$ cat src/rtl/spi_slave_responder.sv
// spi_slave_responder: SPI slave engine oversampling ss/sclk/mosi in the PCLK domain,
// shifting 8-bit frames in all CPOL/CPHA modes with a one-byte TX buffer and RX holding register.
module spi_slave_responder #(
    parameter int         SYNC_STAGES  = 2,
    parameter logic [7:0] IDLE_TX_BYTE = 8'hFF
) (
    input  logic       PCLK,
    input  logic       PRESET,
    input  logic       cpol_i,
    input  logic       cpha_i,
    input  logic       lsbfe_i,
    input  logic       ss_i,
    input  logic       sclk_i,
    input  logic       mosi_i,
    output logic       miso_o,
    output logic       miso_oe_o,
    input  logic [7:0] tx_data_i,
    input  logic       tx_valid_i,
    output logic       tx_ready_o,
    output logic [7:0] rx_data_o,
    output logic       rx_valid_o,
    input  logic       rx_ack_i,
    output logic       busy_o,
    output logic       rx_overrun_o,
    output logic       tx_underrun_o,
    output logic       frame_err_o,
    input  logic       clr_err_i
);
    typedef enum logic [1:0] {S_IDLE, S_LOAD, S_SHIFT, S_DONE} state_t;

    state_t                 r_state;
    logic [SYNC_STAGES-1:0] r_ss_sync;
    logic [SYNC_STAGES-1:0] r_sclk_sync;
    logic [SYNC_STAGES-1:0] r_mosi_sync;
    logic                   r_ss_d;
    logic                   r_sclk_d;
    logic                   r_cpol;
    logic                   r_cpha;
    logic                   r_lsbfe;
    logic [3:0]             r_cnt;
    logic [7:0]             r_tx_sr;
    logic [7:0]             r_rx_sr;
    logic [7:0]             r_tx_buf;
    logic                   r_tx_full;
    logic [7:0]             r_rx_data;
    logic                   r_rx_valid;
    logic                   r_miso;
    logic                   r_miso_oe;
    logic                   r_busy;
    logic                   r_rx_overrun;
    logic                   r_tx_underrun;
    logic                   r_frame_err;

    logic       w_ss;
    logic       w_sclk;
    logic       w_mosi;
    logic       w_ss_fall;
    logic       w_ss_rise;
    logic       w_lead;
    logic       w_trail;
    logic       w_sample;
    logic       w_shift;
    logic       w_tx_load;
    logic [7:0] w_load_byte;
    logic [7:0] w_tx_next;
    logic [7:0] w_rx_next;
    logic       w_head_load;
    logic       w_head_next;
    logic       w_head_cur;

    assign w_ss        = r_ss_sync[SYNC_STAGES-1];
    assign w_sclk      = r_sclk_sync[SYNC_STAGES-1];
    assign w_mosi      = r_mosi_sync[SYNC_STAGES-1];
    assign w_ss_fall   = r_ss_d & ~w_ss;
    assign w_ss_rise   = ~r_ss_d & w_ss;
    assign w_lead      = (r_sclk_d == r_cpol) && (w_sclk != r_cpol);
    assign w_trail     = (r_sclk_d != r_cpol) && (w_sclk == r_cpol);
    assign w_sample    = (r_state == S_SHIFT) && (r_cpha ? w_trail : w_lead);
    assign w_shift     = (r_state == S_SHIFT) && (r_cpha ? w_lead : w_trail);
    assign w_tx_load   = tx_valid_i && !r_tx_full;
    assign w_load_byte = r_tx_full ? r_tx_buf : IDLE_TX_BYTE;
    assign w_tx_next   = r_lsbfe ? {1'b0, r_tx_sr[7:1]} : {r_tx_sr[6:0], 1'b0};
    assign w_rx_next   = r_lsbfe ? {w_mosi, r_rx_sr[7:1]} : {r_rx_sr[6:0], w_mosi};
    assign w_head_load = r_lsbfe ? w_load_byte[0] : w_load_byte[7];
    assign w_head_next = r_lsbfe ? w_tx_next[0] : w_tx_next[7];
    assign w_head_cur  = r_lsbfe ? r_tx_sr[0] : r_tx_sr[7];

    assign miso_o        = r_miso;
    assign miso_oe_o     = r_miso_oe;
    assign tx_ready_o    = ~r_tx_full;
    assign rx_data_o     = r_rx_data;
    assign rx_valid_o    = r_rx_valid;
    assign busy_o        = r_busy;
    assign rx_overrun_o  = r_rx_overrun;
    assign tx_underrun_o = r_tx_underrun;
    assign frame_err_o   = r_frame_err;

    always_ff @(posedge PCLK) begin
        if (PRESET) begin
            r_state       <= S_IDLE;
            r_ss_sync     <= {SYNC_STAGES{1'b1}};
            r_sclk_sync   <= {SYNC_STAGES{cpol_i}};
            r_mosi_sync   <= '0;
            r_ss_d        <= 1'b1;
            r_sclk_d      <= cpol_i;
            r_cpol        <= cpol_i;
            r_cpha        <= cpha_i;
            r_lsbfe       <= lsbfe_i;
            r_cnt         <= '0;
            r_tx_sr       <= '0;
            r_rx_sr       <= '0;
            r_tx_buf      <= '0;
            r_tx_full     <= 1'b0;
            r_rx_data     <= '0;
            r_rx_valid    <= 1'b0;
            r_miso        <= 1'b0;
            r_miso_oe     <= 1'b0;
            r_busy        <= 1'b0;
            r_rx_overrun  <= 1'b0;
            r_tx_underrun <= 1'b0;
            r_frame_err   <= 1'b0;
        end else begin
            r_ss_sync   <= {r_ss_sync[SYNC_STAGES-2:0], ss_i};
            r_sclk_sync <= {r_sclk_sync[SYNC_STAGES-2:0], sclk_i};
            r_mosi_sync <= {r_mosi_sync[SYNC_STAGES-2:0], mosi_i};
            r_ss_d      <= w_ss;
            r_sclk_d    <= w_sclk;
            r_frame_err <= 1'b0;
            if (w_tx_load) begin
                r_tx_buf  <= tx_data_i;
                r_tx_full <= 1'b1;
            end
            if (rx_ack_i)
                r_rx_valid <= 1'b0;
            if (clr_err_i) begin
                r_rx_overrun  <= 1'b0;
                r_tx_underrun <= 1'b0;
            end
            case (r_state)
                S_IDLE: begin
                    r_cpol  <= cpol_i;
                    r_cpha  <= cpha_i;
                    r_lsbfe <= lsbfe_i;
                    if (w_ss_fall) begin
                        r_state   <= S_LOAD;
                        r_busy    <= 1'b1;
                        r_miso_oe <= 1'b1;
                    end
                end
                S_LOAD: begin
                    r_tx_sr <= w_load_byte;
                    if (r_tx_full)
                        r_tx_full <= 1'b0;
                    else
                        r_tx_underrun <= 1'b1;
                    if (!r_cpha)
                        r_miso <= w_head_load;
                    r_state <= S_SHIFT;
                end
                S_SHIFT: begin
                    if (w_sample) begin
                        r_rx_sr <= w_rx_next;
                        r_cnt   <= r_cnt + 4'd1;
                        if (r_cnt == 4'd7)
                            r_state <= S_DONE;
                    end
                    // At count 0 a CPHA=1 leading edge presents bit 0; a CPHA=0 trailing edge is the previous frame's last
                    if (w_shift) begin
                        if (r_cnt != 4'd0) begin
                            r_tx_sr <= w_tx_next;
                            r_miso  <= w_head_next;
                        end else if (r_cpha) begin
                            r_miso <= w_head_cur;
                        end
                    end
                end
                S_DONE: begin
                    r_rx_data  <= r_rx_sr;
                    r_rx_valid <= 1'b1;
                    if (r_rx_valid && !rx_ack_i)
                        r_rx_overrun <= 1'b1;
                    r_cnt   <= '0;
                    r_state <= w_ss ? S_IDLE : S_LOAD;
                    if (w_ss) begin
                        r_busy    <= 1'b0;
                        r_miso_oe <= 1'b0;
                    end
                end
                default: r_state <= S_IDLE;
            endcase
            if (w_ss_rise) begin
                r_state   <= S_IDLE;
                r_busy    <= 1'b0;
                r_miso_oe <= 1'b0;
                r_miso    <= 1'b0;
                r_cnt     <= '0;
                if (r_state == S_SHIFT && r_cnt != 4'd0)
                    r_frame_err <= 1'b1;
            end
        end
    end
endmodule

$ cat config.mk
export PLATFORM = sky130hd
export DESIGN_NAME = spi_slave_responder
export DESIGN_NICKNAME = d
export VERILOG_FILES = /design/src/rtl/spi_slave_responder.sv
export SDC_FILE = /design/constraint.sdc
export NUM_CORES = 1
export LEC_CHECK = 0
export ABC_AREA = 1
export ABC_CLOCK_PERIOD_IN_PS = 2600
export BUFFER_PORTS_ARGS = -buffer_cell sky130_fd_sc_hd__buf_2
export CAP_MARGIN = 5
export CORE_MARGIN = 8
export CORE_UTILIZATION = 45
export CTS_BUF_LIST = sky130_fd_sc_hd__clkbuf_16
export CTS_CLUSTER_SIZE = 28
export DETAILED_ROUTE_END_ITERATION = 10
export GPL_TIMING_DRIVEN = 0
export PLACE_DENSITY = 0.69
export SYNTH_ARGS = -nofsm -noshare
export SYNTH_HDL_FRONTEND = slang
export SYNTH_SLANG_ARGS = --single-unit
$ cat constraint.sdc
create_clock -name PCLK -period 2.6 [get_ports PCLK]
set_input_delay 0.13 -clock PCLK [delete_from_list [all_inputs] [get_ports PCLK]]
set_output_delay 0.13 -clock PCLK [all_outputs]
set_load 0.02 [all_outputs]
==> results of run 1 <==
synthesized netlist by cell type:
library cell  count
a221oi_1          1
clkbuf_1         12
nand4_1           3
nor2_2           10
clkbuf_8          1
nand2_1          70
edfxtp_1          3
inv_1            30
o31ai_1           1
nand2_2           6
xor2_1            2
dfxtp_1          53
inv_2             6
o211ai_1          3
ha_1              6
nand3_1          14
or2_1             1
o21ai_2           2
nand2_4           4
buf_6             1
nor4_1            1
nor2_1           64
buf_12            1
or2_2             3
a31oi_1           1
o21ai_1          13
buf_4             2
nand3_2           1
a21oi_1          13
o21ai_0          40
routing by layer:
| layer | track usage | vias up | wire [µm] |
|---|---|---|---|
| met5 | 0 | - | 0 |
| met2 | 0.2231 | 57 | 2664 |
| met4 | 0.04430 | 0 | 73 |
| li1 | - | 1255 | - |
| met3 | 0.04045 | 8 | 373 |
| met1 | 0.1777 | 1078 | 2852 |
cell families after synthesis:
logic type      after synthesis  synth area share
flops                        56            0.4336
fa+ha+maj                     6           0.02827
compound gates               74            0.1480
buf+inv                      53           0.09048
xor+xnor                      2          0.006599
simple gates                177            0.2931
worst max-delay path, cell delays in order, from the launching register on:
cell      delay, ns
dfxtp_1        0.40
inv_1          0.10
ha_1           0.20
buf_4          0.17
inv_2          0.08
clkbuf_1       0.31
o21ai_0        0.20
o21ai_1        0.13
nor2_2         0.05
nor2_1         0.09
through the flow:
stage               area, µm²    util  worst slack (ns)  power (W)  hold slack [ns]
floorplan                2655       -             1.074   0.001692           0.2289
global placement         2919  0.5019            0.8737   0.001859           0.3102
detailed placement       2919  0.5019            0.8478   0.001878           0.3099
CTS                      3087  0.5308            0.8314   0.002643         0.009790
global route             3087  0.5308            0.7182   0.002798          0.01051
finish                   3087  0.5308            0.8051   0.002632          0.01239
how the worst max path moves through the flow:
stage | from | endpoint | cells past startpoint
finish | r_state[0] | r_tx_sr[3] | 9
floorplan | r_state[0] | r_tx_sr[5] | 12
global route | r_state[0] | r_cnt[2] | 8
global placement | r_state[0] | r_tx_sr[3] | 9
CTS | r_state[0] | r_tx_sr[3] | 9
detailed placement | r_state[0] | r_tx_sr[3] | 9
final cells by class:
class / count / area, µm² / area share
multi-input combinational: 259 / 1264 / 0.4094
sequential: 56 / 1151 / 0.3729
timing repair buffer: 34 / 170.2 / 0.05513
inverter: 36 / 135.1 / 0.04378
clock buffer: 5 / 125.1 / 0.04054
buffer: 17 / 105.1 / 0.03405
tap: 75 / 93.84 / 0.03040
clock inverter: 3 / 42.54 / 0.01378
sequential cells by signal, summed over array words and instances, names as in the netlist:
register / flops
rx_data_o: 8
r_rx_sr: 8
r_mosi_sync: 2
r_tx_buf: 8
busy_o: 1
r_ss_d: 1
tx_underrun_o: 1
rx_valid_o: 1
frame_err_o: 1
r_cpha: 1
r_state: 2
r_lsbfe: 1
r_sclk_d: 1
r_ss_sync: 2
r_cnt: 4
rx_overrun_o: 1
r_sclk_sync: 2
r_tx_sr: 8
r_cpol: 1
r_tx_full: 1
miso_o: 1
power by group through the flow:
stage	Sequential [W]	Clock, W	Combinational, W
4_1_cts	0.00107	0.000780	0.000795
3_5_place_dp	0.00108	0	0.000794
3_3_place_gp	0.00108	0	0.000776
5_1_grt	0.00108	0.000813	0.000901
2_1_floorplan	0.00109	0	0.000599
6_report	0.00107	0.000767	0.000796
==> flow_metrics.tcl, run 1 <==
set metrics [dict create \
    outcome "complete, no violations" \
    ys_types 30 \
    yosys_warnings 0 \
    switch_share 0.3448 \
    die-area_um2 8614 \
    cts_root_buffer "clkbuf_16" \
    pin_count_of_the_biggest_net_entering_global_routing 18 \
    worstPathRequired_ns 2.84 \
    h-tree-depth 2 \
    slew_headroom 0.6828 \
    leakage_power_figure_nw 1.443 \
    synthDominantCellAreaShare 0.3996 \
    vias 2398 \
    worstReg2RegStart "r_state[0]" \
    yosys_register_bits 56 \
    placement_rows 28 \
    antenna_violations_before_repair 0 \
    nFillCells 601 \
    grt_first_pass_wirelength_um 9901 \
    syn-instance-count 368 \
    syn_area_per_cell_um2 7.215 \
    ant_nets 0 \
    route.final.wire_length_um 5963 \
    first_global_vias 2189 \
    achievable-frequency_mhz 557.1 \
    final_antenna_diode_count 0 \
    critical_path_peak_fanout 10 \
    initial_utilization 0.4565 \
    hold_path_depth 1 \
    drt_first_pass_iters 4 \
    tritoncts "yes" \
    worst_setup_path_start_kind "flip-flop" \
    mostFrequentLayoutCell "nand2_1" \
    nNetsFinal 434 \
    power.switching_w 0.0009076 \
    unrepaired_setup_endpoints_after_global_routing "false" \
    drt_first_iter_violations 166 \
    maxCapViolations 0 \
    cts_resized 0 \
    gr-total-overflow 0 \
    largest_clock_skew_in_the_final_design_ns 0.008755 \
    post-route-period-util 0.6904 \
    combined_area_of_all_synthesized_cells_um2 2655 \
    power.share.clock 0.291 \
    finalNonFillerCells 485 \
    post_synth_main_area_contributors "dfxtp_1, nand2_1, nor2_1" \
    timing.setup.tns_ns 0 \
    grt_util_all_layers 0.1401 \
    worst_hold_launch "cpha_i" \
    cts-root-to-sink-buffers 2 \
    die_h_um 92.81 \
    clkSlewWorstSetupHoldPaths_ns 0.07 \
    detailed_place_hpwl_um 4365 \
    timing_hold_violations_final 0 \
    share_seq_of_total_power 0.406 \
    layout-area-overhead-vs-synth_pct 16.26 \
    worstSetupPathType "flip-flop to flip-flop" \
    crit_arrival_ns 2.03 \
    ioPinCount 35 \
    finalSetupViolCount 0 \
    cts-buffers-inserted 5 \
    power_per_cell_area_nw_per_um2 852.7 \
    yosysTopAreaCell "dfxtp_1" \
    tightest_slew_ns 0.4758 \
    worst_r2r_endpoint "r_tx_sr[3]" \
    post-place-cells 477 \
    wl_per_cell_um 12.29 \
    die_w_um 92.81 \
    place.port_buffers 34 \
    core_area_um2 5816 \
    clk_sink_count 56 \
    timing.critical_path.to_type "flip-flop" \
    cts_hold_buffers 0 \
    place.gp.congestion 0.8276 \
    internal_power_w 0.001725 \
    crit_path_time_final_ns 1.795 \
    synth_seq_area_share 0.4336 \
    clk_latency_ns 0.30 \
    setup_fix_buffers_added_after_clock_tree_synthesis 0 \
    mostFrequentLayoutCells "nand2_1, nor2_1, dfxtp_1, o21ai_0, buf_2" \
    detail_route.vias_per_cell 4.944 \
    detail_route.drc_violations 0 \
    hp-class "input pin to flip-flop" \
    final_slew_violations 0 \
    r2r_cells 9 \
    net_count_after_synthesis 393 \
    hold-path-endpoint "r_cpha" \
    drive_above_1_share 0.1902 \
    worst-r2r-setup-slack_ns 0.81 \
    power.ir.vdd_worst_v 0.0003614 \
    pwr-share-comb 0.302 \
]
(Power assumes the default switching activity.)
==> run 2, diff against run 1 <==
ABC_CLOCK_PERIOD_IN_PS = 1800   (was 2600)
clock period = 1.8 ns   (was 2.6 ns; I/O delays follow)
==> flow_metrics.tcl, run 2 (synthesized netlist as in run 1, its figures left out) <==
set metrics [dict create \
    outcome "complete, no violations" \
    layout_setup_ws_ns 0.08936 \
    slew_headroom 0.6843 \
    achievable-frequency_mhz 584.6 \
    clk_sink_count 56 \
    place.gp.congestion 0.8276 \
    grt_first_pass_wirelength_um 9970 \
    clk_latency_ns 0.30 \
    crit_path_top_delay_cell "dfxtp_1" \
    die-area_um2 8614 \
    worst_setup_path_start_kind "flip-flop" \
    placement_rows 28 \
    final_antenna_diode_count 0 \
    ant_nets 0 \
    power.switching_w 0.001313 \
    use_met3 0.03964 \
    clkSlewWorstSetupHoldPaths_ns 0.07 \
    crit_path_max_incr_delay_ns 0.41 \
    setup_fix_buffers_added_after_clock_tree_synthesis 0 \
    pwr-share-comb 0.305 \
    critical_path_peak_fanout 10 \
    core_area_um2 5816 \
    drt_first_iter_violations 162 \
    crit_arrival_ns 1.91 \
    post_dp_cell_area_um2 2919 \
    cts-buffers-inserted 5 \
    worstSetupPathType "flip-flop to flip-flop" \
    place.port_buffers 34 \
    tightest_slew_ns 0.4736 \
    die_w_um 92.81 \
    tritoncts "yes" \
    timing.setup.tns_ns 0 \
    die_h_um 92.81 \
    post-place-cells 477 \
    layout-area-overhead-vs-synth_pct 18.33 \
    h-tree-depth 2 \
    detailed_place_hpwl_um 4365 \
    cts_root_buffer "clkbuf_16" \
    wl_per_cell_um 12.23 \
    leakage_power_figure_nw 1.470 \
    final_slew_violations 0 \
    route.final.wire_length_um 5991 \
    design_area_um2 3142 \
    grt.met1_usage 0.1796 \
    vias 2441 \
    largest_clock_skew_in_the_final_design_ns 0.009245 \
    internal_power_w 0.002502 \
    detail_route.vias_per_cell 4.982 \
    power.share.clock 0.290 \
    initial_utilization 0.4565 \
    drive_above_1_share 0.1952 \
    drt_first_pass_iters 4 \
    maxCapViolations 0 \
    crit_path_cell_trace "inv_1 > ha_1 > buf_4 > inv_2 > nor2_2 > o21ai_2 > nand2_1 > inv_2 > nand2_4 > buf_12 > nor2_2 > nor2_2" \
    cts-root-to-sink-buffers 2 \
    ioPinCount 35 \
    power.ir.vdd_worst_v 0.0005220 \
    switch_share 0.3442 \
    global_route.usage.met2 0.2243 \
    worstPathRequired_ns 2.00 \
    cp_common_cell "nor2_2" \
    finalNonFillerCells 490 \
    pin_count_of_the_biggest_net_entering_global_routing 18 \
    share_seq_of_total_power 0.405 \
    antenna_violations_before_repair 0 \
    power_per_cell_area_nw_per_um2 1214 \
    grt_util_all_layers 0.1410 \
    post-route-period-util 0.9504 \
    crit_path_time_final_ns 1.711 \
    hp-class "input pin to flip-flop" \
    finalSetupViolCount 0 \
    nNetsFinal 439 \
    unrepaired_setup_endpoints_after_global_routing "false" \
    gr-max-usage-layer "met2" \
    first_global_vias 2198 \
    mostFrequentLayoutCell "nand2_1" \
    timing.critical_path.to_type "flip-flop" \
    pre_cts_slack_ns 0.04783 \
    gr-total-overflow 0 \
    mostFrequentLayoutCells "nand2_1, nor2_1, dfxtp_1, o21ai_0, buf_2" \
    detail_route.drc_violations 0 \
    timing_hold_violations_final 0 \
]
run 2: cell types whose count changed in the layout (fill, tap and decap cells not counted):
cell | previous run | this run
nor2_1 | 64 | 63
clkbuf_2 | 0 | 2
dlygate4sd3_1 | 0 | 5
clkbuf_1 | 12 | 10
nor2_2 | 10 | 11
run 2: layer usage:
| metal | wire length (µm) | vias up | part of all wire |
|---|---|---|---|
| met3 | 345 | 8 | 0.058 |
| li1 | - | 1266 | - |
| met2 | 2696 | 49 | 0.45 |
| met1 | 2876 | 1118 | 0.48 |
| met4 | 73 | 0 | 0.012 |
| met5 | 0 | - | 0 |
run 2: worst paths after layout:
kind | cells past startpoint | endpoint | start | slack (ns)
worst min-delay path | 3 | r_mosi_sync[0] | mosi_i | 0.004
worst max register to register | 12 | r_tx_sr[6] | r_state[0] | 0.09
worst min register to register | 2 | r_mosi_sync[1] | r_mosi_sync[0] | 0.40
worst max-delay path | 12 | r_tx_sr[6] | r_state[0] | 0.09
run 2: stage by stage:
step | total power [W] | utilization | hold slack [ns]
floorplan | 0.002444 | - | 0.1889
global placement | 0.002685 | 0.5019 | 0.2702
detailed placement | 0.002713 | 0.5019 | 0.2699
CTS | 0.003826 | 0.5394 | 0.005366
global route | 0.004057 | 0.5402 | 0.009644
finish | 0.003816 | 0.5402 | 0.003947
run 2: timing repair:
| item | CTS | global route |
|---|---|---|
| setup endpoints to repair | 0 | 11 |
| hold buffers | 5 | 0 |
| hold endpoints to repair | 5 | 0 |
| gates resized for setup | 0 | 5 |
run 2: area by class of cell:
cell class | instances | area (µm²)
buffer | 17 | 107.6
inverter | 36 | 135.1
fill | 597 | 2674
timing repair buffer | 39 | 220.2
sequential | 56 | 1151
clock buffer | 5 | 125.1
tap | 75 | 93.84
clock inverter | 3 | 42.54
multi-input combinational | 259 | 1266
run 2: power groups by stage:
| stage | registers, W | logic, W | clock network [W] |
|---|---|---|---|
| after CTS | 0.00154 | 0.00116 | 0.00113 |
| after global routing | 0.00157 | 0.00132 | 0.00117 |
| final | 0.00155 | 0.00116 | 0.00111 |
| after global placement | 0.00156 | 0.00112 | 0 |
| after floorplan | 0.00158 | 0.000865 | 0 |
| after detailed placement | 0.00157 | 0.00115 | 0 |
run 2: worst max-delay path, delay by kind of cell, from the launching register on:
family | cells | cell delay (ns)
and+or+nand+nor | 5 | 0.35
DFF | 1 | 0.41
buffers and inverters | 5 | 0.60
adders and majority gates | 1 | 0.20
AOI/OAI and AO/OA | 1 | 0.06
==> run 3, diff against run 2 <==
CTS_BUF_LIST = sky130_fd_sc_hd__clkbuf_8 sky130_fd_sc_hd__clkbuf_16   (was sky130_fd_sc_hd__clkbuf_16)
==> flow_metrics.tcl, run 3 (synthesized netlist as in run 1, its figures left out) <==
set metrics [dict create \
    cts_root_buffer "clkbuf_8" \
    route.final.wire_length_um 5917 \
    layout_setup_ws_ns 0.1033 \
    met3_wirelength_um 324 \
    cts-buffers-inserted 5 \
    routed-wl-met2_um 2663 \
    slew_headroom 0.6789 \
    cp_common_cell "nor2_2" \
    timing.critical_path.to_type "flip-flop" \
    finalNonFillerCells 491 \
    crit_path_max_incr_delay_ns 0.41 \
    critical_path_peak_fanout 10 \
    nNetsFinal 440 \
    worst-path-buf-inv 5 \
    post-place-cells 477 \
    setup_fix_buffers_added_after_clock_tree_synthesis 0 \
    maxCapViolations 0 \
    die-area_um2 8614 \
    wl_per_cell_um 12.05 \
    detailed_place_hpwl_um 4365 \
    crit_path_time_final_ns 1.697 \
    cts-root-to-sink-buffers 2 \
    timing.setup.tns_ns 0 \
    seq_cell_area_um2 1151 \
    die_w_um 92.81 \
    drive_above_1_share 0.1971 \
    finalSetupViolCount 0 \
    drt_first_pass_iters 4 \
    worstSetupPathType "flip-flop to flip-flop" \
    achievable-frequency_mhz 589.4 \
    unrepaired_setup_endpoints_after_global_routing "false" \
    worst_setup_path_start_kind "flip-flop" \
    antenna_violations_before_repair 0 \
    h-tree-depth 2 \
    power_per_cell_area_nw_per_um2 1156 \
    gr-total-overflow 0 \
    outcome "complete, no violations" \
    final_slew_violations 0 \
    place.gp.congestion 0.8276 \
    detail_route.drc_violations 0 \
    hp-class "input pin to flip-flop" \
    crit_path_cell_trace "inv_1 > ha_1 > buf_4 > inv_2 > nor2_2 > o21ai_2 > nand2_1 > inv_2 > nand2_4 > buf_12 > nor2_2 > nor2_2" \
    clk_sink_count 56 \
    mostFrequentLayoutCell "nand2_1" \
    worstPathRequired_ns 2.02 \
    die_h_um 92.81 \
    highest-signal-layer "met4" \
    grt_first_pass_wirelength_um 10010 \
    clk_latency_ns 0.32 \
    leakage_power_figure_nw 1.454 \
    crit_family "buffers and inverters" \
    vias 2397 \
    tritoncts "yes" \
    power.ir.vdd_worst_v 0.0004813 \
    tightest_slew_ns 0.4817 \
    placement_rows 28 \
    crit_arrival_ns 1.92 \
    initial_utilization 0.4565 \
    drt-met1-wl_um 2869 \
    final_antenna_diode_count 0 \
    post-route-period-util 0.9426 \
    ioPinCount 35 \
    clkSlewWorstSetupHoldPaths_ns 0.10 \
    ant_nets 0 \
    first_global_vias 2214 \
    layout-area-overhead-vs-synth_pct 16.97 \
    nFillCells 602 \
    core_area_um2 5816 \
    drt_first_iter_violations 129 \
    pre_cts_slack_ns 0.04783 \
    detail_route.vias_per_cell 4.882 \
    crit_path_top_delay_cell "dfxtp_1" \
    final_core_util 0.5340 \
    pin_count_of_the_biggest_net_entering_global_routing 18 \
    area_of_the_multi_input_gates_um2 1266 \
    mostFrequentLayoutCells "nand2_1, nor2_1, dfxtp_1, o21ai_0, buf_2" \
    largest_clock_skew_in_the_final_design_ns 0.01259 \
    place.port_buffers 34 \
    grt_util_all_layers 0.1406 \
    timing_hold_violations_final 0 \
]
-- run 3: cell count changes in the layout (fill, tap and decap cells not counted) --
cell / previous run / this run
clkbuf_8: 1 / 7
clkbuf_16: 5 / 0
dlygate4sd3_1: 5 / 6
clkinv_1: 1 / 0
-- run 3: power by group --
part	internal (W)	switching [W]	total, W
Sequential	0.00142	0.000118	0.00154
Clock	0.000456	0.000426	0.000881
Combinational	0.000426	0.000742	0.00117
-- run 3: metal layers --
| metal | GRT usage | vias to the layer above |
|---|---|---|
| met2 | 0.2231 | 44 |
| met3 | 0.03722 | 7 |
| met1 | 0.1785 | 1080 |
| met5 | 0 | - |
| met4 | 0.05101 | 0 |
| li1 | - | 1266 |
-- run 3: through the flow --
stage	area [µm²]	total power, W	hold WS, ns
after floorplan	2655	0.002444	0.1889
final	3105	0.003590	0.01997
after global placement	2919	0.002685	0.2702
after detailed placement	2919	0.002713	0.2699
after global routing	3105	0.003839	0.02862
after CTS	3100	0.003605	0.01523
-- run 3: path summary, 6_finish.rpt --
check | cells after the start | slack (ns) | to | start
worst max-delay path | 12 | 0.10 | r_tx_sr[6] | r_state[0]
worst min-delay path | 3 | 0.02 | r_tx_buf[4] | tx_data_i[4]
worst max register to register | 12 | 0.10 | r_tx_sr[6] | r_state[0]
worst min register to register | 2 | 0.41 | r_mosi_sync[1] | r_mosi_sync[0]
-- run 3: layout make-up --
class / instances / area share
clock inverter: 2 / 0.01249
tap: 75 / 0.03022
inverter: 36 / 0.04351
multi-input combinational: 259 / 0.4077
timing repair buffer: 40 / 0.07413
sequential: 56 / 0.3707
clock buffer: 6 / 0.02659
buffer: 17 / 0.03465
-- run 3: repair_timing --
item / CTS / global route
endpoints found under the hold margin: 6 / 0
endpoints found under the setup margin: 0 / 12
hold buffers: 6 / 0
gates resized for setup: 0 / 5
-- run 3: worst register-to-register path, stage by stage (launching register included) --
cell and delay, ns:
dfxtp_1 0.41, inv_1 0.10, ha_1 0.20, buf_4 0.17
inv_2 0.09, nor2_2 0.05, o21ai_2 0.05, nand2_1 0.07
inv_2 0.07, nand2_4 0.08, buf_12 0.17, nor2_2 0.10
nor2_2 0.05
